`config.mk`:
```
export PLATFORM = sky130hd
export DESIGN_NAME = blc_line_fifo
export DESIGN_NICKNAME = d
export VERILOG_FILES = /design/src/rtl/blc_pkg.sv /design/src/rtl/blc_sync_fifo.sv /design/src/rtl/blc_line_fifo.sv
export SDC_FILE = /design/constraint.sdc
export NUM_CORES = 1
export LEC_CHECK = 0
export CORE_MARGIN = 2
export CORE_UTILIZATION = 55
export CTS_BUF_LIST = sky130_fd_sc_hd__clkbuf_16
export CTS_CLUSTER_DIAMETER = 50
export DETAILED_ROUTE_END_ITERATION = 12
export HOLD_SLACK_MARGIN = 0.02
export PLACE_DENSITY = 0.68
export SLEW_MARGIN = 40
export SYNTH_ARGS = -nofsm -noshare
export SYNTH_HDL_FRONTEND = slang
export SYNTH_SLANG_ARGS = --single-unit
```
`constraint.sdc`:
```
create_clock -name clk -period 4.28 [get_ports clk]
set_clock_uncertainty 0.1 [all_clocks]
set_input_delay 1.07 -clock clk [delete_from_list [all_inputs] [get_ports clk]]
set_output_delay 1.07 -clock clk [all_outputs]
set_load 0.02 [all_outputs]
```
`src/rtl/blc_pkg.sv`:
```
// Shared black-level-correction definitions: default pixel width and the
// layout of a buffered line entry {sof, eol, data}.
package blc_pkg;

  localparam int BLC_DATA_WIDTH  = 8;
  localparam int BLC_ENTRY_WIDTH = BLC_DATA_WIDTH + 2;
  localparam int BLC_EOL_BIT     = BLC_DATA_WIDTH;
  localparam int BLC_SOF_BIT     = BLC_DATA_WIDTH + 1;

  // Entry layout helpers for a non-default pixel width
  function automatic int blc_entry_width(input int dw);
    return dw + 2;
  endfunction

  function automatic int blc_eol_bit(input int dw);
    return dw;
  endfunction

  function automatic int blc_sof_bit(input int dw);
    return dw + 1;
  endfunction

endpackage

```
`src/rtl/blc_sync_fifo.sv`:
```
// Generic first-word-fall-through synchronous FIFO with full/empty/count.
// The head entry is visible on rdata whenever the FIFO is not empty.
module blc_sync_fifo #(
  parameter int WIDTH = 10,
  parameter int DEPTH = 32,
  localparam int AW   = $clog2(DEPTH)
) (
  input  logic             clk,
  input  logic             rst_n,
  input  logic             clr,
  input  logic             push,
  input  logic             pop,
  input  logic [WIDTH-1:0] wdata,
  output logic [WIDTH-1:0] rdata,
  output logic             empty,
  output logic             full,
  output logic [AW:0]      count
);

  localparam logic [AW:0] FULL_COUNT = (AW + 1)'(DEPTH);

  logic [WIDTH-1:0] mem [DEPTH];
  logic [AW-1:0]    wr_ptr;
  logic [AW-1:0]    rd_ptr;
  logic             do_push;
  logic             do_pop;

  assign empty   = (count == '0);
  assign full    = (count == FULL_COUNT);
  assign do_pop  = pop && !empty;
  assign do_push = push && (!full || do_pop);
  assign rdata   = empty ? '0 : mem[rd_ptr];

  // Storage array; contents are only meaningful between rd_ptr and wr_ptr
  always_ff @(posedge clk) begin
    if (do_push && !clr) mem[wr_ptr] <= wdata;
  end

  // Pointers wrap naturally because DEPTH is a power of two
  always_ff @(posedge clk or negedge rst_n) begin
    if (!rst_n) begin
      wr_ptr <= '0;
      rd_ptr <= '0;
      count  <= '0;
    end else if (clr) begin
      wr_ptr <= '0;
      rd_ptr <= '0;
      count  <= '0;
    end else begin
      if (do_push) wr_ptr <= wr_ptr + 1'b1;
      if (do_pop)  rd_ptr <= rd_ptr + 1'b1;
      if (do_push && !do_pop)      count <= count + 1'b1;
      else if (!do_push && do_pop) count <= count - 1'b1;
    end
  end

endmodule

```
`src/rtl/blc_line_fifo.sv`:
```
// Line buffer after black-level correction: tags pixels with start-of-frame
// and end-of-line, buffers them in an FWFT FIFO, and paces the upstream
// stage with single-cycle credit requests. Overflow is sticky until flush.
module blc_line_fifo
  import blc_pkg::*;
#(
  parameter int DATA_WIDTH = BLC_DATA_WIDTH,
  parameter int READ_PIXEL = 16,
  parameter int LINES      = 8,
  parameter int DEPTH      = 32
) (
  input  logic                  clk,
  input  logic                  rst_n,
  input  logic                  i_valid,
  input  logic [DATA_WIDTH-1:0] idata,
  output logic                  o_req,
  input  logic                  i_flush,
  output logic                  o_valid,
  input  logic                  i_ready,
  output logic [DATA_WIDTH-1:0] odata,
  output logic                  o_sof,
  output logic                  o_eol,
  output logic                  o_ovf
);

  localparam int EW    = blc_entry_width(DATA_WIDTH);
  localparam int SOF_B = blc_sof_bit(DATA_WIDTH);
  localparam int EOL_B = blc_eol_bit(DATA_WIDTH);
  localparam int AW    = $clog2(DEPTH);
  localparam int CW    = (READ_PIXEL > 1) ? $clog2(READ_PIXEL) : 1;
  localparam int LW    = (LINES > 1) ? $clog2(LINES) : 1;

  localparam logic [CW-1:0] LAST_COL  = CW'(READ_PIXEL - 1);
  localparam logic [LW-1:0] LAST_LINE = LW'(LINES - 1);
  localparam logic [AW+1:0] CREDIT_LIMIT = (AW + 2)'(DEPTH);

  logic [EW-1:0] wentry;
  logic [EW-1:0] rentry;
  logic          empty;
  logic          full;
  logic [AW:0]   count;
  logic [AW:0]   outstanding;
  logic [CW-1:0] col;
  logic [LW-1:0] line;
  logic          pop;
  logic          push_ok;
  logic          credit_ok;

  assign pop       = !empty && i_ready && !i_flush;
  assign push_ok   = i_valid && !i_flush && (!full || pop);
  assign credit_ok = ({1'b0, count} + {1'b0, outstanding}) < CREDIT_LIMIT;

  assign o_valid = !empty;
  assign odata   = rentry[DATA_WIDTH-1:0];
  assign o_sof   = rentry[SOF_B];
  assign o_eol   = rentry[EOL_B];

  // Build the stored entry: framing tags above the pixel
  always_comb begin
    wentry                   = '0;
    wentry[DATA_WIDTH-1:0]   = idata;
    wentry[SOF_B]            = (col == '0) && (line == '0);
    wentry[EOL_B]            = (col == LAST_COL);
  end

  blc_sync_fifo #(
    .WIDTH (EW),
    .DEPTH (DEPTH)
  ) u_fifo (
    .clk   (clk),
    .rst_n (rst_n),
    .clr   (i_flush),
    .push  (push_ok),
    .pop   (pop),
    .wdata (wentry),
    .rdata (rentry),
    .empty (empty),
    .full  (full),
    .count (count)
  );

  // Column/line position of the next accepted pixel
  always_ff @(posedge clk or negedge rst_n) begin
    if (!rst_n) begin
      col  <= '0;
      line <= '0;
    end else if (i_flush) begin
      col  <= '0;
      line <= '0;
    end else if (push_ok) begin
      if (col == LAST_COL) begin
        col  <= '0;
        line <= (line == LAST_LINE) ? '0 : line + 1'b1;
      end else begin
        col <= col + 1'b1;
      end
    end
  end

  // Credit request pulse with a mandatory low cycle between pulses
  always_ff @(posedge clk or negedge rst_n) begin
    if (!rst_n) begin
      o_req <= 1'b0;
    end else if (i_flush) begin
      o_req <= 1'b0;
    end else begin
      o_req <= !o_req && credit_ok;
    end
  end

  // Outstanding credits: up on each request, down on each accepted pixel
  always_ff @(posedge clk or negedge rst_n) begin
    if (!rst_n) begin
      outstanding <= '0;
    end else if (i_flush) begin
      outstanding <= '0;
    end else if (o_req && !push_ok) begin
      outstanding <= outstanding + 1'b1;
    end else if (!o_req && push_ok && (outstanding != '0)) begin
      outstanding <= outstanding - 1'b1;
    end
  end

  // Sticky overflow on a pixel that arrives with no room for it
  always_ff @(posedge clk or negedge rst_n) begin
    if (!rst_n) begin
      o_ovf <= 1'b0;
    end else if (i_flush) begin
      o_ovf <= 1'b0;
    end else if (i_valid && !push_ok) begin
      o_ovf <= 1'b1;
    end
  end

endmodule
```
==> results.toml <==
[run_status]
status = "finished clean"

[detailed_routing]
ant_nets = 0
viasPerCell = 6.15
drtIter0Drc = 726
drt_wl_total_um = 30700
drt_pass1_iterations = 5
drc = 0
wl_per_cell_um = 24.3
num_vias = 7751

[clock_network]
clkTransAtPathRegs_ns = 0.06
clk_latency_ns = 0.51
htree_levels = 2
cts-root-buf = "clkbuf_16"
postCtsHoldBufs = 0
cts.path.max_buffers = 3
cts_buffers = 38
tritoncts = "done"
cts.sinks = 351

[placed_design]
placed_cells = 1188
io_buffers = 25
gp_congestion = 0.816
dp_hpwl_um = 18400
dp_slack_ns = 0.300

[sta]
fin_ws_ns = 0.0588
clock.fmax_ghz = 0.237
slew_viol_final = 0
max_slew_margin = 0.550
setup_viol = 0
tightest_slew_ns = 0.675
fin_crit_ns = 4.22
fin_crit_sh = 0.986
hold_viol = 0

[pwr]
ir_worst_vdd_mv = 0.448
p_leak_nw = 5.69
p_switching_mw = 2.30
p_int_mw = 6.68
clkPwrFrac = 0.362
sw_frac_of_total = 0.256
p_per_area_nw_per_um2 = 537
power.share.combinational = 0.200
p_seq_frac = 0.438
report.power.total_mw = 8.99

[setup_path]
required_ns = 3.11
cp_top_family = "buffers and inverters"
timing.critical_path.buf_inv = 2
end_kind = "output port"
slowest_stage = "mux4_2"
max_stage_delay_ns = 0.55
worstSetupPathType = "reg -> out"
critPathLaunchType = "flip-flop"
cp.arrival_ns = 3.05
path_max_fanout = 13
path_cells = "buf_16 > mux4_2 > a2111oi_2 > nand2_1 > and3_1 > clkdlybuf4s50_1"

[synth]
netlist_instances = 816
synth_edf_count = 320
async_flop_share = 0.0883
synthTopCellsByArea = "edfxtp_1, mux4_2, dfrtp_1"
synth_top_area_frac = 0.668
ys_seq_area_frac = 0.722
ys_top_cells_by_count = "edfxtp_1, nor2_1, mux4_2"
ys.flop_type = "edfxtp_1"
ys_ff_latch = 351
synthDistinctLibCells = 57
yosysMostFrequentCell = "edfxtp_1"
syn_area_per_cell_um2 = 17.6
syn_area_um2 = 14400
synth_fp_nets = 854
yosysTopAreaCell = "edfxtp_1"
synth.yosys.warnings = 0

[global_route]
grt_first_pass_wirelength_um = 47100
grt_max_degree = 37
antenna_found_initial = 0
grt_pass1_vias = 7888
grt-ovfl-total = 0
track_usage = 0.226

[die]
die_w_um = 166
dieArea_um2 = 27500
die_h_um = 166
start_util = 0.555
fp-row-count = 59
ioPinCount = 26
fp.coreArea_um2 = 25900

[finish]
area_delta_synth_final_pct = 16.2
finalNetCount = 934
final-instance-count-excl-fill = 1261
multi_input_area_um2 = 3790
num_antenna_cells = 0
nFillCells = 1763
seqCellArea_um2 = 10400
drive_gt1_frac = 0.217

[flow_run]
cap_violations = 0

[hold_path]
hp-class = "in -> async"
## power groups by stage
stage	combinational [mW]	clock, mW	sequential (mW)
floorplan	1.24	0	3.94
global placement	1.69	0	3.99
finish	1.80	3.25	3.93
global route	1.95	3.45	3.94
CTS	1.77	3.32	3.93
detailed placement	1.73	0	3.99
## routing by layer
metal	routed length, um	global-route usage
met1	13500	0.333
met2	14800	0.358
met4	604	0.0650
met3	1750	0.0341
met5	0	0
## registers in the layout (all words and copies together) (netlist names)
| signal | count |
|---|---|
| u_fifo.wr_ptr | 5 |
| o_ovf | 1 |
| line | 3 |
| outstanding | 6 |
| u_fifo.rd_ptr | 5 |
| u_fifo.count | 6 |
| o_req | 1 |
| col | 4 |
| u_fifo.mem | 320 |
## cell usage in the layout, fill, tap and decap left out, types with 11 or more instances in the layout
cell type        netlist  routed
edfxtp_1             320     320
nor2_1                66      66
mux4_2                60      60
buf_4                  0      51
mux2i_1               45      45
clkbuf_16              0      42
nand2_1               40      40
dfrtp_1               31      28
inv_1                 14      23
ha_1                  23      23
a21oi_1               21      20
clkdlybuf4s50_1        0      20
a22oi_1               20      17
a211oi_1              13      13
and3_1                11      11
## worst register-to-register path: cells and delay by family, from the launching register on
kind,cells,cell delay (ns)
compound gates,4,1.03
flops,1,0.47
mux,2,0.55
simple gates,2,0.75
fa+ha+maj,1,0.34
## through the flow
stage / hold slack [ns] / TNS [ns] / utilization / instance area (um^2)
finish: 0.380 / 0 / 0.645 / 16700
global route: 0.390 / -0.0337 / 0.645 / 16700
CTS: 0.423 / -0.0120 / 0.643 / 16700
detailed placement: 0.405 / 0 / 0.592 / 15300
global placement: 0.387 / 0 / 0.593 / 15400
floorplan: 0.408 / 0 / - / 14400
## final cells by class
class,instances,area share
Clock buffer,41,0.0613
Clock inverter,29,0.0147
Inverter,14,0.00314
Multi-Input combinational cell,408,0.227
Sequential cell,351,0.621
Tap cell,335,0.0251
Timing Repair Buffer,83,0.0476
## repair_timing
action,in CTS,in global routing
endpoints found under the setup margin,2,3
gates cloned,1,1
hold endpoints to repair,0,0
resized for setup,2,8
setup buffers,0,1
## final timing paths
check	from	endpoint	slack, ns	cells after the start
setup / recovery	u_fifo.rd_ptr[0]$_DFFE_PN0P_	odata[0]	0.06	6
hold / removal	rst_n	u_fifo.count[2]$_DFFE_PN0P_	0.38	1
setup reg to reg	u_fifo.count[0]$_DFFE_PN0P_	u_fifo.count[5]$_DFFE_PN0P_	0.91	9
hold reg to reg	o_ovf$_DFFE_PN0P_	o_ovf$_DFFE_PN0P_	0.43	2
max in group asynchronous	rst_n	outstanding[4]$_DFFE_PN0P_	3.11	2
min in group clk	o_ovf$_DFFE_PN0P_	o_ovf$_DFFE_PN0P_	0.43	2
## cells by family after synthesis
| family | count (synthesis) | share of synthesized area |
|---|---|---|
| AOI/OAI and AO/OA | 103 | 0.0513 |
| xor gates and xnor gates | 15 | 0.00913 |
| adders and majority gates | 25 | 0.0228 |
| buffers and inverters | 57 | 0.0167 |
| DFF | 351 | 0.722 |
| muxes | 108 | 0.128 |
| and+or+nand+nor | 157 | 0.0509 |
Power figures use the tool's default switching activity.
